File: src/rtl/store_port_arbiter.sv
// store_port_arbiter: owns the single D$ store port shared by the store buffer
// commit queue and the AMO unit. The store buffer owns the port by default; an AMO
// first blocks new commits, waits for the commit queue to drain, then issues and
// waits for its response.
module store_port_arbiter #(
    parameter int PAYLOAD_W     = 256,
    parameter int RDATA_W       = 64,
    parameter int DRAIN_TIMEOUT = 1024
) (
    input  logic                 clk_i,
    input  logic                 rst_ni,
    input  logic                 flush_i,
    input  logic                 sb_req_i,
    input  logic [PAYLOAD_W-1:0] sb_payload_i,
    output logic                 sb_gnt_o,
    input  logic                 sb_no_st_pending_i,
    output logic                 sb_stall_o,
    output logic                 block_commit_o,
    input  logic                 amo_req_i,
    input  logic [PAYLOAD_W-1:0] amo_payload_i,
    output logic                 amo_gnt_o,
    output logic                 amo_valid_o,
    output logic [RDATA_W-1:0]   amo_rdata_o,
    output logic                 mem_req_o,
    output logic [PAYLOAD_W-1:0] mem_payload_o,
    input  logic                 mem_gnt_i,
    input  logic                 mem_rvalid_i,
    input  logic [RDATA_W-1:0]   mem_rdata_i,
    output logic                 drain_timeout_o
);

    typedef enum logic [1:0] {
        IDLE      = 2'd0,
        DRAIN     = 2'd1,
        AMO_ISSUE = 2'd2,
        AMO_RESP  = 2'd3
    } state_e;

    localparam int               CNT_W    = $clog2(DRAIN_TIMEOUT + 1);
    localparam logic [CNT_W-1:0] CNT_MAX  = '1;
    localparam logic [CNT_W-1:0] CNT_LAST = CNT_W'(DRAIN_TIMEOUT - 1);

    state_e           state_reg, state_next;
    logic [CNT_W-1:0] drain_cnt_reg, drain_cnt_next;
    logic             drain_timeout_reg, drain_timeout_next;
    logic             sb_grant;

    // A grant only means something to the store buffer when it is actually requesting.
    assign sb_grant = sb_req_i & mem_gnt_i;

    // State, drain counter and sticky timeout flag registers.
    always_ff @(posedge clk_i or negedge rst_ni) begin
        if (!rst_ni) begin
            state_reg         <= IDLE;
            drain_cnt_reg     <= '0;
            drain_timeout_reg <= 1'b0;
        end else begin
            state_reg         <= state_next;
            drain_cnt_reg     <= drain_cnt_next;
            drain_timeout_reg <= drain_timeout_next;
        end
    end

    // Next-state logic and state-decoded port muxing.
    always_comb begin
        state_next     = state_reg;
        sb_gnt_o       = 1'b0;
        sb_stall_o     = 1'b0;
        block_commit_o = 1'b0;
        amo_gnt_o      = 1'b0;
        amo_valid_o    = 1'b0;
        amo_rdata_o    = '0;
        mem_req_o      = 1'b0;
        mem_payload_o  = '0;
        case (state_reg)
            IDLE: begin
                mem_req_o     = sb_req_i;
                mem_payload_o = sb_payload_i;
                sb_gnt_o      = sb_grant;
                if (amo_req_i && !flush_i) begin
                    state_next = DRAIN;
                end
            end
            DRAIN: begin
                mem_req_o      = sb_req_i;
                mem_payload_o  = sb_payload_i;
                sb_gnt_o       = sb_grant;
                block_commit_o = 1'b1;
                // Flush wins; otherwise leave only once nothing is left in flight from the SB.
                if (flush_i) begin
                    state_next = IDLE;
                end else if (sb_no_st_pending_i && !sb_grant) begin
                    state_next = AMO_ISSUE;
                end
            end
            AMO_ISSUE: begin
                sb_stall_o     = 1'b1;
                block_commit_o = 1'b1;
                mem_req_o      = 1'b1;
                mem_payload_o  = amo_payload_i;
                amo_gnt_o      = mem_gnt_i;
                if (mem_gnt_i) begin
                    state_next = AMO_RESP;
                end
            end
            AMO_RESP: begin
                sb_stall_o     = 1'b1;
                block_commit_o = 1'b1;
                amo_valid_o    = mem_rvalid_i;
                if (mem_rvalid_i) begin
                    amo_rdata_o = mem_rdata_i;
                    state_next  = IDLE;
                end
            end
            default: begin
                state_next = IDLE;
            end
        endcase
    end

    // Drain cycle counter: cleared on entry to DRAIN, saturating while draining.
    always_comb begin
        drain_cnt_next     = drain_cnt_reg;
        drain_timeout_next = drain_timeout_reg;
        if (state_reg == IDLE && state_next == DRAIN) begin
            drain_cnt_next = '0;
        end else if (state_reg == DRAIN && drain_cnt_reg != CNT_MAX) begin
            drain_cnt_next = drain_cnt_reg + CNT_W'(1);
        end
        if (state_reg == DRAIN && drain_cnt_reg >= CNT_LAST) begin
            drain_timeout_next = 1'b1;
        end
    end

    assign drain_timeout_o = drain_timeout_reg;

    // A response cannot arrive in the same cycle the AMO is being granted.
    a_no_gnt_and_rvalid: assert property (@(posedge clk_i) disable iff (!rst_ni)
        (state_reg == AMO_ISSUE) |-> !(mem_gnt_i && mem_rvalid_i));

    // The AMO unit holds its request until granted unless the pipeline flushes.
    a_amo_req_held: assert property (@(posedge clk_i) disable iff (!rst_ni)
        (state_reg == DRAIN && !flush_i) |-> amo_req_i);

endmodule

File: config.mk
export PLATFORM = sky130hd
export DESIGN_NAME = store_port_arbiter
export DESIGN_NICKNAME = d
export VERILOG_FILES = /design/src/rtl/store_port_arbiter.sv
export SDC_FILE = /design/constraint.sdc
export NUM_CORES = 1
export LEC_CHECK = 0
export ABC_CLOCK_PERIOD_IN_PS = 3600
export BUFFER_PORTS_ARGS = -buffer_cell sky130_fd_sc_hd__buf_2
export CORE_AREA = 2 2 352 354
export DETAILED_ROUTE_END_ITERATION = 7
export DIE_AREA = 0 0 354 356
export PLACE_DENSITY = 0.3
export SLEW_MARGIN = 15
export SYNTH_ARGS = -nofsm -noshare
export SYNTH_HDL_FRONTEND = slang
export SYNTH_SLANG_ARGS = --single-unit
File: constraint.sdc
create_clock -name clk_i -period 3.6 [get_ports clk_i]
set_input_delay 0.18 -clock clk_i [delete_from_list [all_inputs] [get_ports clk_i]]
set_output_delay 0.18 -clock clk_i [all_outputs]
set_load 0.01 [all_outputs]
After elaboration in Yosys (flattened, before gate mapping) --
Index checks and enable logic that the tools add are counted.
Cells by class: reduce and logical (&&, ||, !) cells 12, bitwise gates (word level) 1, eq/ne operators 5, mux-type cells 17, order comparisons 1, add/subtract/negate cells 1
Operator list (count):
- one-hot mux 256 bit (2 select lines) | 1
- two-way mux 64 bit | 2
- two-way mux 11 bit | 2
- adder 11 x 1 -> 11 bit (second input constant) | 1
- >= comparator 11 x 10 -> 1 bit (second input constant) | 1
- != test 11 bit (second input constant) | 1
- two-way mux 2 bit | 5
- one-hot mux 2 bit (4 select lines) | 1
- logical AND 1 bit | 5
- two-way mux 1 bit | 5
- equality test 2 x 1 -> 1 bit (second input constant) | 2
- equality test 2 bit (second input constant) | 2
- OR reduction 2 bit | 2
- OR reduction 3 bit | 1
- zero test 1 bit | 2
- zero test 2 bit | 1
- one-hot mux 1 bit (2 select lines) | 1
- nonzero test 2 bit | 1
- AND 1 bit | 1
Word-level totals: register bits after elaboration 14, bits of input ports 584, word-level logic and storage cells 40

Longest topological paths before layout --
word-level depth 9, depth in mapped cells 7, gate-level depth less buffers 5

Least setup slack after synthesis --
No wires, ideal clock.
path type register -> register, from register drain_cnt_reg[0], to register drain_cnt_reg[7], cell stages (with the launch flop) 6, clock period less this slack 1470 ps, setup slack 2130 ps, arrival 1392 ps, setup time 77 ps, cell sequence dfrtp_1 ha_1 nand4_1 o31ai_4 or4_1 a21oi_1
Between the ends: cells in the longest elaborated chain, start to end 3
Ends and longest elaborated chain:
- start: declaration | RTL line 44 | logic [CNT_W-1:0] drain_cnt_reg, drain_cnt_next;
- start signal: assignment | RTL line 59 | drain_cnt_reg <= drain_cnt_next;
- adder 11 x 1 -> 11 bit / != test 11 bit (equally long branches) | RTL line 128, 127
- two-way mux 11 bit / logical AND 1 bit (equally long branches) | RTL line 127 | end else if (state_reg == DRAIN && drain_cnt_reg != CNT_MAX) begin
- two-way mux 11 bit / nonzero test 2 bit (equally long branches)
Parallel ways exist; a longest one is shown, timed or not. The select of a mux whose other input is x is not followed. A chain may end at the register's enable or synchronous reset.

Final worst setup path --
from register state_reg[1], to output port mem_payload_o[64]
Between the ends: cells in the longest elaborated chain, start to end 3
Ends and longest elaborated chain:
- start: declaration | RTL line 43 | state_e state_reg, state_next;
- start signal: assignment | RTL line 58 | state_reg <= state_next;
- equality test 2 x 1 -> 1 bit / zero test 2 bit (equally long branches) | RTL line 75 | case (state_reg)
- OR reduction 2 bit (no source line)
- one-hot mux 256 bit (2 select lines) (*) | RTL line 75
- end: declaration | RTL line 25 | output logic [PAYLOAD_W-1:0] mem_payload_o,
Every way passes the cells marked *; elsewhere a longest branch is shown, timed or not.

==> out/qor.tcl <==
set qor(port-buffer-count) 910
set qor(setup_slack_ns) 0.8354
set qor(p_leak_uw) 0.006494
set qor(synth_top_cells_by_area) {o21ai_0 28%, nand2_1 21%, inv_1 21%, and2_1 8.6%, dfrtp_1 7.4%}
set qor(ant_nets) 0
set qor(iteration_0_drc_count_of_the_detailed_router) 631
set qor(setup.worst_path.start_class) {flip-flop}
set qor(final_cell_mix) {910 x buf_2, 265 x nand2_1, 263 x o21ai_0, 262 x inv_1, 65 x and2_1}
set qor(cp.arrival_ns) 2.58
set qor(post-route-drc-count) 0
set qor(postSynthRegisterBits) 14
set qor(first_global_vias) 9641
set qor(synthDominantCellAreaShare_pct) 27.90
set qor(worst_slew_pin_slew_ns) 1.033
set qor(die-area_sq_mm) 0.1260
set qor(setup-violations-final) 0
set qor(hpwl_um) 86310
set qor(place_ws_ns) 1.089
set qor(routed-via-count) 10570
set qor(depth_of_the_cts_h_tree) 1
set qor(drv_cap) 0
set qor(io_pins) 911
set qor(clockRootBuffer) {clkbuf_16}
set qor(post_cts.repair.setup_buffers) 0
set qor(floorplan.die.width_um) 354
set qor(commonest_non_fill_non_tap_cell_in_the_layout) {buf_2}
set qor(die_height_um) 356
set qor(worst_ir_drop_vdd_mv) 0.4306
set qor(clkTransAtPathRegs_ns) 0.05
set qor(yosysUniqueCellTypes) 34
set qor(fmax_mhz) 361.7
set qor(relative_area_change_from_synthesis_to_final_layout_pct) 139.9
set qor(largest_register_ff_count) 11
set qor(p_per_area_mw_per_mm2) 491.9
set qor(first_pass_grt_wire_length_um) 111600
set qor(outcome) {completed}
set qor(global_route.usage.total_pct) 13.79
set qor(period_minus_slack_ns) 2.765
set qor(final-hold-violation-count) 0
set qor(coreArea_sq_mm) 0.1227
set qor(setup_crit_end_kind) {primary output}
set qor(finalWirelength_um) 92310
set qor(synth_warnings) 0
set qor(syn-instance-count) 989
set qor(holdCritPathClass) {in2reg}
set qor(drive_gt1_share_pct) 50.38
set qor(timing.setup.critical_path_class) {reg2out}
set qor(starting_utilization_of_the_core_area_pct) 3.846
set qor(netlist.top_cell.by_area) {o21ai_0}
set qor(finClkSkew_ns) 0.004655
set qor(final_net_count) 2432
set qor(synth_seq_area_share_pct) 7.425
set qor(slew_violations) 0
set qor(clkSinkCount) 14
set qor(firstDrtPassIters) 5
set qor(timing.critical_path.fanout_max) 168
set qor(num_rows) 129
set qor(antenna_violations_before_repair) 204
set qor(synth_area_sq_mm) 0.004718
set qor(pin_count_of_the_biggest_net_entering_global_routing) 169
set qor(cts-root-to-sink-buffers) 2
set qor(cp.required_ns) 3.42
set qor(routabilityCongestion) 0.9491
set qor(final.period_utilization_pct) 76.79
set qor(fillCellCount) 14840
set qor(rsz_0062_raised_after_global_routing) {false}
set qor(cts_tree) {yes}
set qor(routed_via_density) 3.011
set qor(clk_latency_ns) 0.25
set qor(totalNegativeSetupSlack_ns) 0
set qor(global_route.overflow_total) 0
set qor(postSynthNetCount) 1574
set qor(post_cts_resized) 0
set qor(max-slew-margin-rel_pct) 30.43
set qor(cts_buffers) 3
set qor(routed_length_per_placed_instance_um) 26.29
set qor(synthesis.area_per_instance_sq_um) 4.771
## metal layers
| metal | up-vias | track usage, % | wire length, um |
|---|---|---|---|
| li1 | 4720 | - | - |
| met4 | 54 | 0.6441 | 2064 |
| met5 | - | 0 | 387 |
| met2 | 953 | 23.15 | 41650 |
| met3 | 334 | 3.534 | 8189 |
| met1 | 4512 | 18.52 | 40010 |
## path summary, 6_finish.rpt
kind                                endpoint            start  slack [ns]  depth (start not counted)
setup reg to reg            drain_cnt_reg[7]     state_reg[1]        1.54                          5
setup / recovery           mem_payload_o[64]     state_reg[1]        0.84                          3
max in group asynchronous       state_reg[1]           rst_ni        2.84                          2
hold / removal                  state_reg[0]          flush_i        0.16                          2
hold reg to reg              drain_timeout_o  drain_timeout_o        0.48                          1
min in group asynchronous   drain_cnt_reg[6]           rst_ni        0.45                          2
## cell usage after synthesis
library cell	instances
o21ai_0	263
o211a_1	1
or4_1	2
o211ai_1	2
nor4_1	1
inv_1	262
nand2b_1	2
dfrtp_1	14
nand4_2	1
nand4_1	2
nor3_1	3
buf_6	1
ha_1	1
and3_1	2
a21oi_1	4
clkbuf_1	37
a211oi_1	1
mux2i_1	3
a311oi_1	1
nand2b_4	1
nor2_1	5
nor2b_2	1
and2_1	65
nand3_1	7
o31ai_1	4
nand2_1	265
and4_1	1
nor2b_1	1
buf_2	30
a21boi_0	1
a31oi_1	1
o31ai_4	1
nand3b_1	1
or3_1	2
## worst max-delay path: stages (launching register included)
cell and delay [ns]:
dfrtp_4 0.67, buf_12 0.29, o21ai_0 0.94, buf_2 0.28
## where the power goes
group          leakage (uW)  switching (uW)  total, uW  internal [uW]
sequential         0.000183             134        333            199
combinational       0.00627            3220       5010           1790
clock             0.0000383            73.7        224            150
## layout make-up
| type | count | area [sq um] | share of cell area, % |
|---|---|---|---|
| multi-input combinational | 645 | 3093 | 27.33 |
| inverter | 262 | 983.4 | 8.690 |
| tap | 1637 | 2048 | 18.10 |
| clock buffer | 4 | 78.83 | 0.6965 |
| sequential | 14 | 354.1 | 3.129 |
| timing repair buffer | 921 | 4690 | 41.44 |
| antenna | 28 | 70.07 | 0.6191 |
## logic make-up (layout without fill, tap and decap cells)
kind of cell	count (synthesis)	count (layout)	synth area share (%)
simple gates	362	362	33.89
buf+inv	330	1187	27.21
compound gates	279	279	30.58
flops	14	14	7.425
mux	3	3	0.6365
fa+ha+maj	1	1	0.2651
other cells	0	28	0
## timing repair
item / CTS / global route
hold endpoints to repair: 14 / 0
hold buffers: 1 / 0
endpoints found under the setup margin: 0 / 0
## through the flow
step	cell area, sq um	instances	hold slack (ns)	total power [uW]	utilization [%]
after floorplan	4718	989	-0.1156	2815	-
after global placement	11160	3478	0.1204	5457	9.096
after detailed placement	11160	3478	0.1236	5424	9.096
after CTS	11250	3483	0.1627	5675	9.169
after global routing	11260	3487	0.1742	6104	9.177
final	11320	3511	0.1573	5567	9.226
No activity file was read; power rests on OpenSTA's default activity.
